[config.mk]
export PLATFORM = sky130hd
export DESIGN_NAME = demux5_16_flat
export DESIGN_NICKNAME = d
export VERILOG_FILES = /design/src/rtl/demux5_16_if.sv /design/src/rtl/demux5_16.sv /design/src/flat_wrapper.sv
export SDC_FILE = /design/constraint.sdc
export NUM_CORES = 1
export LEC_CHECK = 0
export CORE_UTILIZATION = 35
export CTS_BUF_LIST = sky130_fd_sc_hd__clkbuf_2 sky130_fd_sc_hd__clkbuf_4 sky130_fd_sc_hd__clkbuf_8
export DETAILED_ROUTE_END_ITERATION = 16
export GPL_TIMING_DRIVEN = 0
export PLACE_DENSITY = 0.8
export REMOVE_ABC_BUFFERS = 1
export SLEW_MARGIN = 20
export SYNTH_ARGS = -nofsm -noshare
export SYNTH_HDL_FRONTEND = slang
export SYNTH_SLANG_ARGS = --single-unit
[constraint.sdc]
create_clock -name Clk -period 2.1 [get_ports Clk]
set_clock_uncertainty 0.05 [all_clocks]
set_input_delay 0.42 -clock Clk [delete_from_list [all_inputs] [get_ports Clk]]
set_output_delay 0.42 -clock Clk [all_outputs]
set_load 0.02 [all_outputs]
[src/rtl/demux5_16_if.sv]
// Bundle for the 1-to-5 word distributor: one upstream source port and five
// downstream sink channels, each using valid/ready.
interface demux5_16_if #(
  parameter int WIDTH = 16
);
  // Handshake rule on every port: a word moves on a rising clock edge exactly
  // when valid and ready are both high. The producer holds its data and
  // valid stable until that edge. The consumer may raise ready without
  // waiting for valid.
  logic [WIDTH-1:0] Din;
  logic [2:0]       select;
  logic             in_valid;
  logic             in_ready;

  logic [WIDTH-1:0] Dout0, Dout1, Dout2, Dout3, Dout4;
  logic             valid0, valid1, valid2, valid3, valid4;
  logic             ready0, ready1, ready2, ready3, ready4;

  // Distributor side
  modport slave (
    input  Din, select, in_valid,
    output in_ready,
    output Dout0, Dout1, Dout2, Dout3, Dout4,
    output valid0, valid1, valid2, valid3, valid4,
    input  ready0, ready1, ready2, ready3, ready4
  );

  // Environment side: the source and the five sinks
  modport master (
    output Din, select, in_valid,
    input  in_ready,
    input  Dout0, Dout1, Dout2, Dout3, Dout4,
    input  valid0, valid1, valid2, valid3, valid4,
    output ready0, ready1, ready2, ready3, ready4
  );
endinterface

[src/rtl/demux5_16.sv]
// Registered 1-to-5 demultiplexer with a single-entry holding register.
// A held word drains to its channel and a new word can load on the same edge.
module demux5_16 #(
  parameter int WIDTH = 16,
  parameter int CNT_W = 16
) (
  input  logic             Clk,
  input  logic             Reset_n,
  demux5_16_if.slave       io,
  output logic             busy,
  output logic [CNT_W-1:0] xfer_count
);

  typedef enum logic [2:0] {
    CH0 = 3'd0,
    CH1 = 3'd1,
    CH2 = 3'd2,
    CH3 = 3'd3,
    CH4 = 3'd4
  } dest_e;

  logic [WIDTH-1:0] data_q, data_d;
  dest_e            dest_q, dest_d;
  logic             full_q, full_d;
  logic [CNT_W-1:0] cnt_q,  cnt_d;

  logic sel_ready;
  logic accept;
  logic drain;

  // Codes 100..111 all fall into the default channel 4.
  function automatic dest_e decode(input logic [2:0] sel);
    dest_e ch;
    case (sel)
      3'b000:  ch = CH0;
      3'b001:  ch = CH1;
      3'b010:  ch = CH2;
      3'b011:  ch = CH3;
      default: ch = CH4;
    endcase
    return ch;
  endfunction

  // State register
  always_ff @(posedge Clk or negedge Reset_n) begin
    if (!Reset_n) begin
      data_q <= '0;
      dest_q <= CH0;
      full_q <= 1'b0;
      cnt_q  <= '0;
    end else begin
      data_q <= data_d;
      dest_q <= dest_d;
      full_q <= full_d;
      cnt_q  <= cnt_d;
    end
  end

  // Only the ready of the channel currently being addressed matters.
  always_comb begin
    sel_ready = 1'b0;
    case (dest_q)
      CH0:     sel_ready = io.ready0;
      CH1:     sel_ready = io.ready1;
      CH2:     sel_ready = io.ready2;
      CH3:     sel_ready = io.ready3;
      default: sel_ready = io.ready4;
    endcase
  end

  assign drain  = full_q && sel_ready;
  assign accept = io.in_valid && io.in_ready;

  // Next-state logic
  always_comb begin
    data_d = data_q;
    dest_d = dest_q;
    full_d = full_q;
    cnt_d  = cnt_q;
    if (accept) begin
      data_d = io.Din;
      dest_d = decode(io.select);
      full_d = 1'b1;
    end else if (drain) begin
      full_d = 1'b0;
    end
    if (drain) begin
      cnt_d = cnt_q + 1'b1;
    end
  end

  // Output logic: everything below depends only on state and the sink readies.
  always_comb begin
    io.in_ready = !full_q || sel_ready;
    io.valid0   = full_q && (dest_q == CH0);
    io.valid1   = full_q && (dest_q == CH1);
    io.valid2   = full_q && (dest_q == CH2);
    io.valid3   = full_q && (dest_q == CH3);
    io.valid4   = full_q && (dest_q == CH4);
    io.Dout0    = io.valid0 ? data_q : '0;
    io.Dout1    = io.valid1 ? data_q : '0;
    io.Dout2    = io.valid2 ? data_q : '0;
    io.Dout3    = io.valid3 ? data_q : '0;
    io.Dout4    = io.valid4 ? data_q : '0;
    busy        = full_q;
    xfer_count  = cnt_q;
  end

endmodule

[src/flat_wrapper.sv]
// flat-port wrapper written by rule: the top's interface ports become plain ports
module demux5_16_flat 
#(
  parameter int WIDTH = 16,
  parameter int CNT_W = 16
)
  (Clk, Reset_n, busy, xfer_count, io_Din, io_select, io_in_valid, io_in_ready, io_Dout0, io_Dout1, io_Dout2, io_Dout3, io_Dout4, io_valid0, io_valid1, io_valid2, io_valid3, io_valid4, io_ready0, io_ready1, io_ready2, io_ready3, io_ready4);
  demux5_16_if #(.WIDTH(WIDTH)) io_i ();
  input  logic Clk;
  input  logic Reset_n;
  output logic busy;
  output logic [CNT_W-1:0] xfer_count;
  input wire logic [$bits(io_i.Din)-1:0] io_Din;
  input wire logic [$bits(io_i.select)-1:0] io_select;
  input wire logic [$bits(io_i.in_valid)-1:0] io_in_valid;
  output wire logic [$bits(io_i.in_ready)-1:0] io_in_ready;
  output wire logic [$bits(io_i.Dout0)-1:0] io_Dout0;
  output wire logic [$bits(io_i.Dout1)-1:0] io_Dout1;
  output wire logic [$bits(io_i.Dout2)-1:0] io_Dout2;
  output wire logic [$bits(io_i.Dout3)-1:0] io_Dout3;
  output wire logic [$bits(io_i.Dout4)-1:0] io_Dout4;
  output wire logic [$bits(io_i.valid0)-1:0] io_valid0;
  output wire logic [$bits(io_i.valid1)-1:0] io_valid1;
  output wire logic [$bits(io_i.valid2)-1:0] io_valid2;
  output wire logic [$bits(io_i.valid3)-1:0] io_valid3;
  output wire logic [$bits(io_i.valid4)-1:0] io_valid4;
  input wire logic [$bits(io_i.ready0)-1:0] io_ready0;
  input wire logic [$bits(io_i.ready1)-1:0] io_ready1;
  input wire logic [$bits(io_i.ready2)-1:0] io_ready2;
  input wire logic [$bits(io_i.ready3)-1:0] io_ready3;
  input wire logic [$bits(io_i.ready4)-1:0] io_ready4;
  assign io_i.Din = io_Din;
  assign io_i.select = io_select;
  assign io_i.in_valid = io_in_valid;
  assign io_in_ready = io_i.in_ready;
  assign io_Dout0 = io_i.Dout0;
  assign io_Dout1 = io_i.Dout1;
  assign io_Dout2 = io_i.Dout2;
  assign io_Dout3 = io_i.Dout3;
  assign io_Dout4 = io_i.Dout4;
  assign io_valid0 = io_i.valid0;
  assign io_valid1 = io_i.valid1;
  assign io_valid2 = io_i.valid2;
  assign io_valid3 = io_i.valid3;
  assign io_valid4 = io_i.valid4;
  assign io_i.ready0 = io_ready0;
  assign io_i.ready1 = io_ready1;
  assign io_i.ready2 = io_ready2;
  assign io_i.ready3 = io_ready3;
  assign io_i.ready4 = io_ready4;
  demux5_16 #(.WIDTH(WIDTH), .CNT_W(CNT_W)) u_core (.Clk(Clk), .Reset_n(Reset_n), .io(io_i), .busy(busy), .xfer_count(xfer_count));
endmodule
==> qor.csv, run 1 <==
metric,value,unit
hold_viol,0,
die_h,80.8,um
grt.overflow.total,0,
arrival,1.85,ns
crit_path_max_fanout,17,
status,finished with violations,
drv.max_cap_violation_count,0,
max_freq,431,MHz
worst_pin_slew,0.764,ns
path_class,flip-flop to output pin,
ys.flop_type,dfrtp_1,
detail_route.first_pass.iterations,4,
synth_cell_types,30,
ys_warn_count,0,
fillCellCount,480,
cts_max_path_buffers,2,
cts_tree,yes,
first_iter_violations,48,
h-tree-depth,2,
ys_seq_area_share,41.4,%
root_buffer,clkbuf_8,
setup_tns,-4.43,ns
netlist_area,2170,um^2
grt_setup_unrepaired,true,
fin_cells,450,
slew_headroom,49.1,%
worst_slack,-0.218,ns
synth_area_leaders,"dfrtp_1 (41%), and2_1 (15%), and3_1 (9.8%)",
p_leak,1.98,nW
dpl.hpwl,4660,um
post-place-ws,-1.09,ns
first_global_vias,2049,
slew_viol_final,0,
wl_per_cell,17.8,um
period_needed,2.32,ns
vias,2261,
drt-total-wl,8020,um
grt_usage,22.8,%
hold_slack,0.444,ns
coreArea,5960,um^2
yosysTopAreaCellShare,41.4,%
dpl_cell_area,3550,um^2
antenna_cells,0,
cp.required,1.63,ns
clock-sinks,36,
irDropWorstVdd,0.868,mV
violations,setup timing,
port_buffers,129,
die_w,80.8,um
via_per_inst,5.02,
total_power,4.82,mW
gp_congestion,0.729,
ant_nets,0,
clock_latency,0.28,ns
synthCells,213,
numCtsBuffers,5,
synth_edf_count,0,
p_per_area,1190,nW/um^2
avgSynthCellArea,10.2,um^2
drc,0,
grt_max_degree,24,
grt_pass1_wl,11100,um
dp_cells,408,
clk_pin_slew_worst_paths,0.07,ns
async_reset_ff_share,100,%
syn_to_final_growth,86.8,%
fin_nets,402,
dieArea,6530,um^2
initial_core_util,36.5,%
yosysTopAreaCell,dfrtp_1,
layout-drive-gt1-share,51.2,%
critPathLaunchType,flip-flop,
fin_area,4060,um^2
finalSetupViolCount,45,
crit_path_end_kind,output pin,
fin_crit_sh,110,%
grt_antenna_before_repair,0,
hold_path.class,flip-flop to flip-flop,
final_util,68.2,%
ys_ff_latch,36,
ios,130,
rows,28,
[registers in the layout, summed over array words and instances (netlist names)]
| register | cells |
|---|---|
| u_core.data_q | 16 |
| u_core.xfer_count | 16 |
| u_core.dest_q | 3 |
| u_core.busy | 1 |
[routing by layer]
metal / global-route usage, % / routed length [um]
met2: 40.4 / 3980
met5: 0 / 0
met4: 4.82 / 63
met1: 26.8 / 3310
met3: 7.19 / 668
[critical path, cell delays in order, from the launching register on]
cell	delay (ns)
dfrtp_2	0.44
buf_2	0.16
or3b_4	0.39
nor2_4	0.14
buf_12	0.15
and2_1	0.16
buf_6	0.12
[Yosys cell counts (all sizes together), types with 3 or more instances]
cell and instances:
and2 52, and3 34, clkbuf 10, dfrtp 36, mux2 20, nand2 5, nand3 8, nand4 7
nor2 4, nor2b 3, xnor2 14
[power by group]
| part | internal, mW | total [mW] | switching (mW) |
|---|---|---|---|
| logic | 1.58 | 3.05 | 1.47 |
| registers | 0.929 | 1.27 | 0.341 |
| clock network | 0.262 | 0.503 | 0.241 |
[cells by family (layout without fill, tap and decap cells)]
kind of cell | count (synthesis) | after routing | share of synthesized area, %
muxes | 22 | 22 | 13.0
buffers and inverters | 13 | 169 | 2.82
DFF | 36 | 36 | 41.4
AOI/OAI and AO/OA | 5 | 5 | 2.01
and+or+nand+nor | 121 | 127 | 34.1
adders and majority gates | 1 | 1 | 0.575
xor gates and xnor gates | 15 | 15 | 6.04
[layout by cell type (no fill, tap or decap), types with 2 or more instances in the layout]
cell             instances
a21oi_1                  2
and2_1                  34
and2_4                  18
and3_1                  23
and3_4                  11
and3b_2                  3
and4_1                   2
buf_12                   3
buf_2                   15
buf_4                   31
buf_6                   56
clkbuf_2                11
clkbuf_8                 6
clkdlybuf4s50_1         42
clkinv_2                 2
dfrtp_1                 32
dfrtp_2                  3
mux2_2                  10
mux2_4                  10
mux2i_1                  2
nand2_1                  4
nand2_8                  3
nand3_1                  8
nand4_1                  7
nor2_1                   2
nor2_4                   2
nor2b_1                  3
nor3b_4                  2
xnor2_1                 14
[path summary, 6_finish.rpt]
path / to / startpoint / slack (ns) / depth (start not counted)
worst min register to register: u_core.xfer_count[13] / u_core.xfer_count[13] / 0.44 / 1
worst min-delay path: u_core.xfer_count[13] / u_core.xfer_count[13] / 0.44 / 1
worst max register to register: u_core.data_q[9] / u_core.dest_q[2] / -0.03 / 8
worst max-delay path: io_Dout0[13] / u_core.dest_q[2] / -0.22 / 6
max in group asynchronous: u_core.dest_q[0] / Reset_n / 1.02 / 3
min in group asynchronous: u_core.data_q[15] / Reset_n / 0.54 / 2
[layout make-up]
cell class | count | area, um^2 | share of cell area (%)
Multi-Input combinational cell | 170 | 1450 | 35.7
Sequential cell | 36 | 908 | 22.4
Clock buffer | 6 | 82.6 | 2.03
Tap cell | 75 | 93.8 | 2.31
Inverter | 1 | 3.75 | 0.0924
Clock inverter | 2 | 10.0 | 0.246
Timing Repair Buffer | 160 | 1510 | 37.2
[timing repair]
action,CTS,global route
cloned,3,5
resized for setup,370,135
hold endpoints to repair,13,0
pin swaps,4,4
hold buffers,1,0
setup buffers,18,8
setup endpoints to repair,122,93
Power figures use the tool's default switching activity.
==> run 2: changes to the inputs <==
--- a/config.mk
+++ b/config.mk
@@ -7,8 +7,10 @@
 export LEC_CHECK = 0
 export CORE_UTILIZATION = 35
 export CTS_BUF_LIST = sky130_fd_sc_hd__clkbuf_2 sky130_fd_sc_hd__clkbuf_4 sky130_fd_sc_hd__clkbuf_8
+export CTS_CLUSTER_DIAMETER = 30
 export DETAILED_ROUTE_END_ITERATION = 16
 export GPL_TIMING_DRIVEN = 0
+export HOLD_SLACK_MARGIN = 0.05
 export PLACE_DENSITY = 0.8
 export REMOVE_ABC_BUFFERS = 1
 export SLEW_MARGIN = 20
==> results of run 2 <==
Same layout as run 1: the final DEF is identical, and so are final timing and power.
==> run 3: changes to the inputs <==
--- a/config.mk
+++ b/config.mk
@@ -11,7 +11,7 @@
 export DETAILED_ROUTE_END_ITERATION = 16
 export GPL_TIMING_DRIVEN = 0
 export HOLD_SLACK_MARGIN = 0.05
-export PLACE_DENSITY = 0.8
+export PLACE_DENSITY = 0.75
 export REMOVE_ABC_BUFFERS = 1
 export SLEW_MARGIN = 20
 export SYNTH_ARGS = -nofsm -noshare
==> run 3 against run 2 <==
- the flow still finishes with violations (setup timing)
- global-route usage grew 0.87 points
- clock-buffer cell count did not move
- combinational power rose by 9.8%
- power increased by 8.6%
- sequential power barely moved
- via count rose by 2.6%
- first-iteration DRC count is 4.2% higher
- setup slack better by 0.053 ns
==> qor.csv, run 3 (synthesized netlist as in run 1, its figures left out) <==
metric,value,unit,change
crit_path_max_fanout,5,,-12
hold_viol,0,,unchanged
arrival,1.79,ns,-0.06 ns
h-tree-depth,2,,unchanged
ios,130,,unchanged
post-place-ws,-1.12,ns,-0.0241 ns
worst_pin_slew,0.701,ns,-0.0627 ns
fin_crit_sh,108,%,-2.5 points
critical-path-top-delay-family,buffers and inverters,,
port_buffers,129,,unchanged
grt_setup_unrepaired,true,,
timing.reg2reg.setup_slack,-0.13,ns,-0.10 ns
path_class,flip-flop to output pin,,
irDropWorstVdd,0.908,mV,+4.6%
via_per_inst,5.09,,+1.3%
antenna_cells,0,,unchanged
die_w,80.8,um,unchanged
cp_common_cell,buf_6,,
p_per_area,1230,nW/um^2,+3.7%
cp_slowest_cell,dfrtp_2,,
critPathMaxStageDelay,0.45,ns,about the same
numCtsBuffers,5,,unchanged
clk_pin_slew_worst_paths,0.08,ns,about the same
grt.overflow.total,0,,unchanged
dieArea,6530,um^2,unchanged
die_h,80.8,um,unchanged
grt_pass1_wl,11500,um,+3.8%
drc,0,,unchanged
first_global_vias,2111,,+3.0%
crit_path_end_kind,output pin,,
wl_per_cell,17.5,um,-1.9%
slew_viol_final,0,,unchanged
slew_headroom,53.2,%,+4.2 points
cp.required,1.63,ns,about the same
status,finished with violations,,
gp_congestion,0.744,,+1.9%
violations,setup timing,,
initial_core_util,36.5,%,unchanged
p_leak,2.05,nW,+3.5%
grt_max_degree,21,,-13%
ant_nets,0,,unchanged
setup_tns,-6.13,ns,-1.70 ns
first_iter_violations,50,,+4.2%
worst_slack,-0.165,ns,+0.0526 ns
detail_route.first_pass.iterations,5,,+1
final_cell_mix,"buf_6 (56), buf_4 (43), clkdlybuf4s50_1 (41)",,
coreArea,5960,um^2,unchanged
vias,2320,,+2.6%
fillCellCount,473,,-1.5%
finalSetupViolCount,78,,+73%
dpl.hpwl,4520,um,-2.9%
critPathLaunchType,flip-flop,,
layout-drive-gt1-share,56.2,%,+5.0 points
max_freq,442,MHz,+2.3%
period_needed,2.26,ns,-0.0526 ns
critPathBufInv,4,,+1
final_common_cell,buf_6,,
fin_nets,408,,+1.5%
clock-sinks,36,,unchanged
drt-total-wl,7970,um,-0.64%
grt_antenna_before_repair,0,,unchanged
cts_tree,yes,,
final_util,71.4,%,+3.2 points
rows,28,,unchanged
syn_to_final_growth,95.6,%,
postCtsHoldBufs,0,,-1
cts_max_path_buffers,2,,unchanged
clock_latency,0.29,ns,about the same
path_cells,buf_6 > and3b_2 > buf_6 > a222oi_1 > buf_4 > buf_6,,
root_buffer,clkbuf_8,,
drv.max_cap_violation_count,0,,unchanged
grt_usage,23.7,%,+0.87 points
hold_path.class,input port to asynchronous set/reset pin,,
## run 3: cell count changes in the layout (fill, tap and decap cells not counted), sizes merged
cell	before	now
nand2	8	7
clkinv	2	1
bufinv	0	1
dlygate4sd3	1	0
buf	106	115
clkdlybuf4s15	0	9
clkdlybuf4s50	42	41
and3b	4	3
clkbuf	17	8
dlymetal6s2s	0	1
## run 3: through the flow
stage	hold WS [ns]	total power, mW	cell area, um^2	cells
4_1_cts	0.0517	4.84	4010	450
3_3_place_gp	0.421	3.47	3500	405
5_1_grt	0.0632	5.51	4250	456
3_5_place_dp	0.365	3.55	3550	408
6_report	0.0362	5.24	4250	456
2_1_floorplan	0.0744	2.44	2120	201
## run 3: power breakdown
part	switching, mW	leakage, nW	internal [mW]
Sequential	0.349	0.438	0.929
Combinational	1.50	1.55	1.85
Clock	0.248	0.0586	0.365
## run 3: path summary, 6_finish.rpt
| kind | startpoint | to | depth (start not counted) |
|---|---|---|---|
| worst min register to register | u_core.xfer_count[15] | u_core.xfer_count[15] | 1 |
| worst min-delay path | Reset_n | u_core.data_q[0] | 1 |
| min in group Clk | u_core.xfer_count[15] | u_core.xfer_count[15] | 1 |
| worst max register to register | u_core.dest_q[1] | u_core.data_q[8] | 9 |
| worst max-delay path | u_core.dest_q[1] | io_in_ready | 6 |
| max in group asynchronous | Reset_n | u_core.xfer_count[15] | 2 |
## run 3: area by class of cell
type | count | area, um^2 | share of cell area [%]
clock buffers | 6 | 76.3 | 1.79
clock inverters | 2 | 35.0 | 0.824
inverters | 1 | 3.75 | 0.0882
multi-input cells | 168 | 1480 | 34.7
flip-flops and latches | 36 | 908 | 21.4
well taps | 75 | 93.8 | 2.21
repair buffers | 168 | 1660 | 39.0
## run 3: worst reg2reg max path: stages, from the launching register on
cell and delay [ns]:
dfrtp_2 0.45, buf_6 0.13, and3b_2 0.23, buf_6 0.13
a222oi_1 0.27, buf_4 0.19, buf_4 0.12, buf_12 0.13
nand2_8 0.09, mux2_4 0.34
## run 3: metal layers
layer	vias up	wire length, um	GRT usage (%)
li1	1079	-	-
met1	1123	3240	28.5
met2	109	4100	42.4
met3	9	557	4.49
met4	0	80	7.14
met5	-	0	0
## run 3: what timing repair did
item,in CTS,in global routing
setup endpoints to repair,122,98
gates resized for setup,411,122
pin swaps,5,7
setup buffers,27,7
gates cloned,7,0
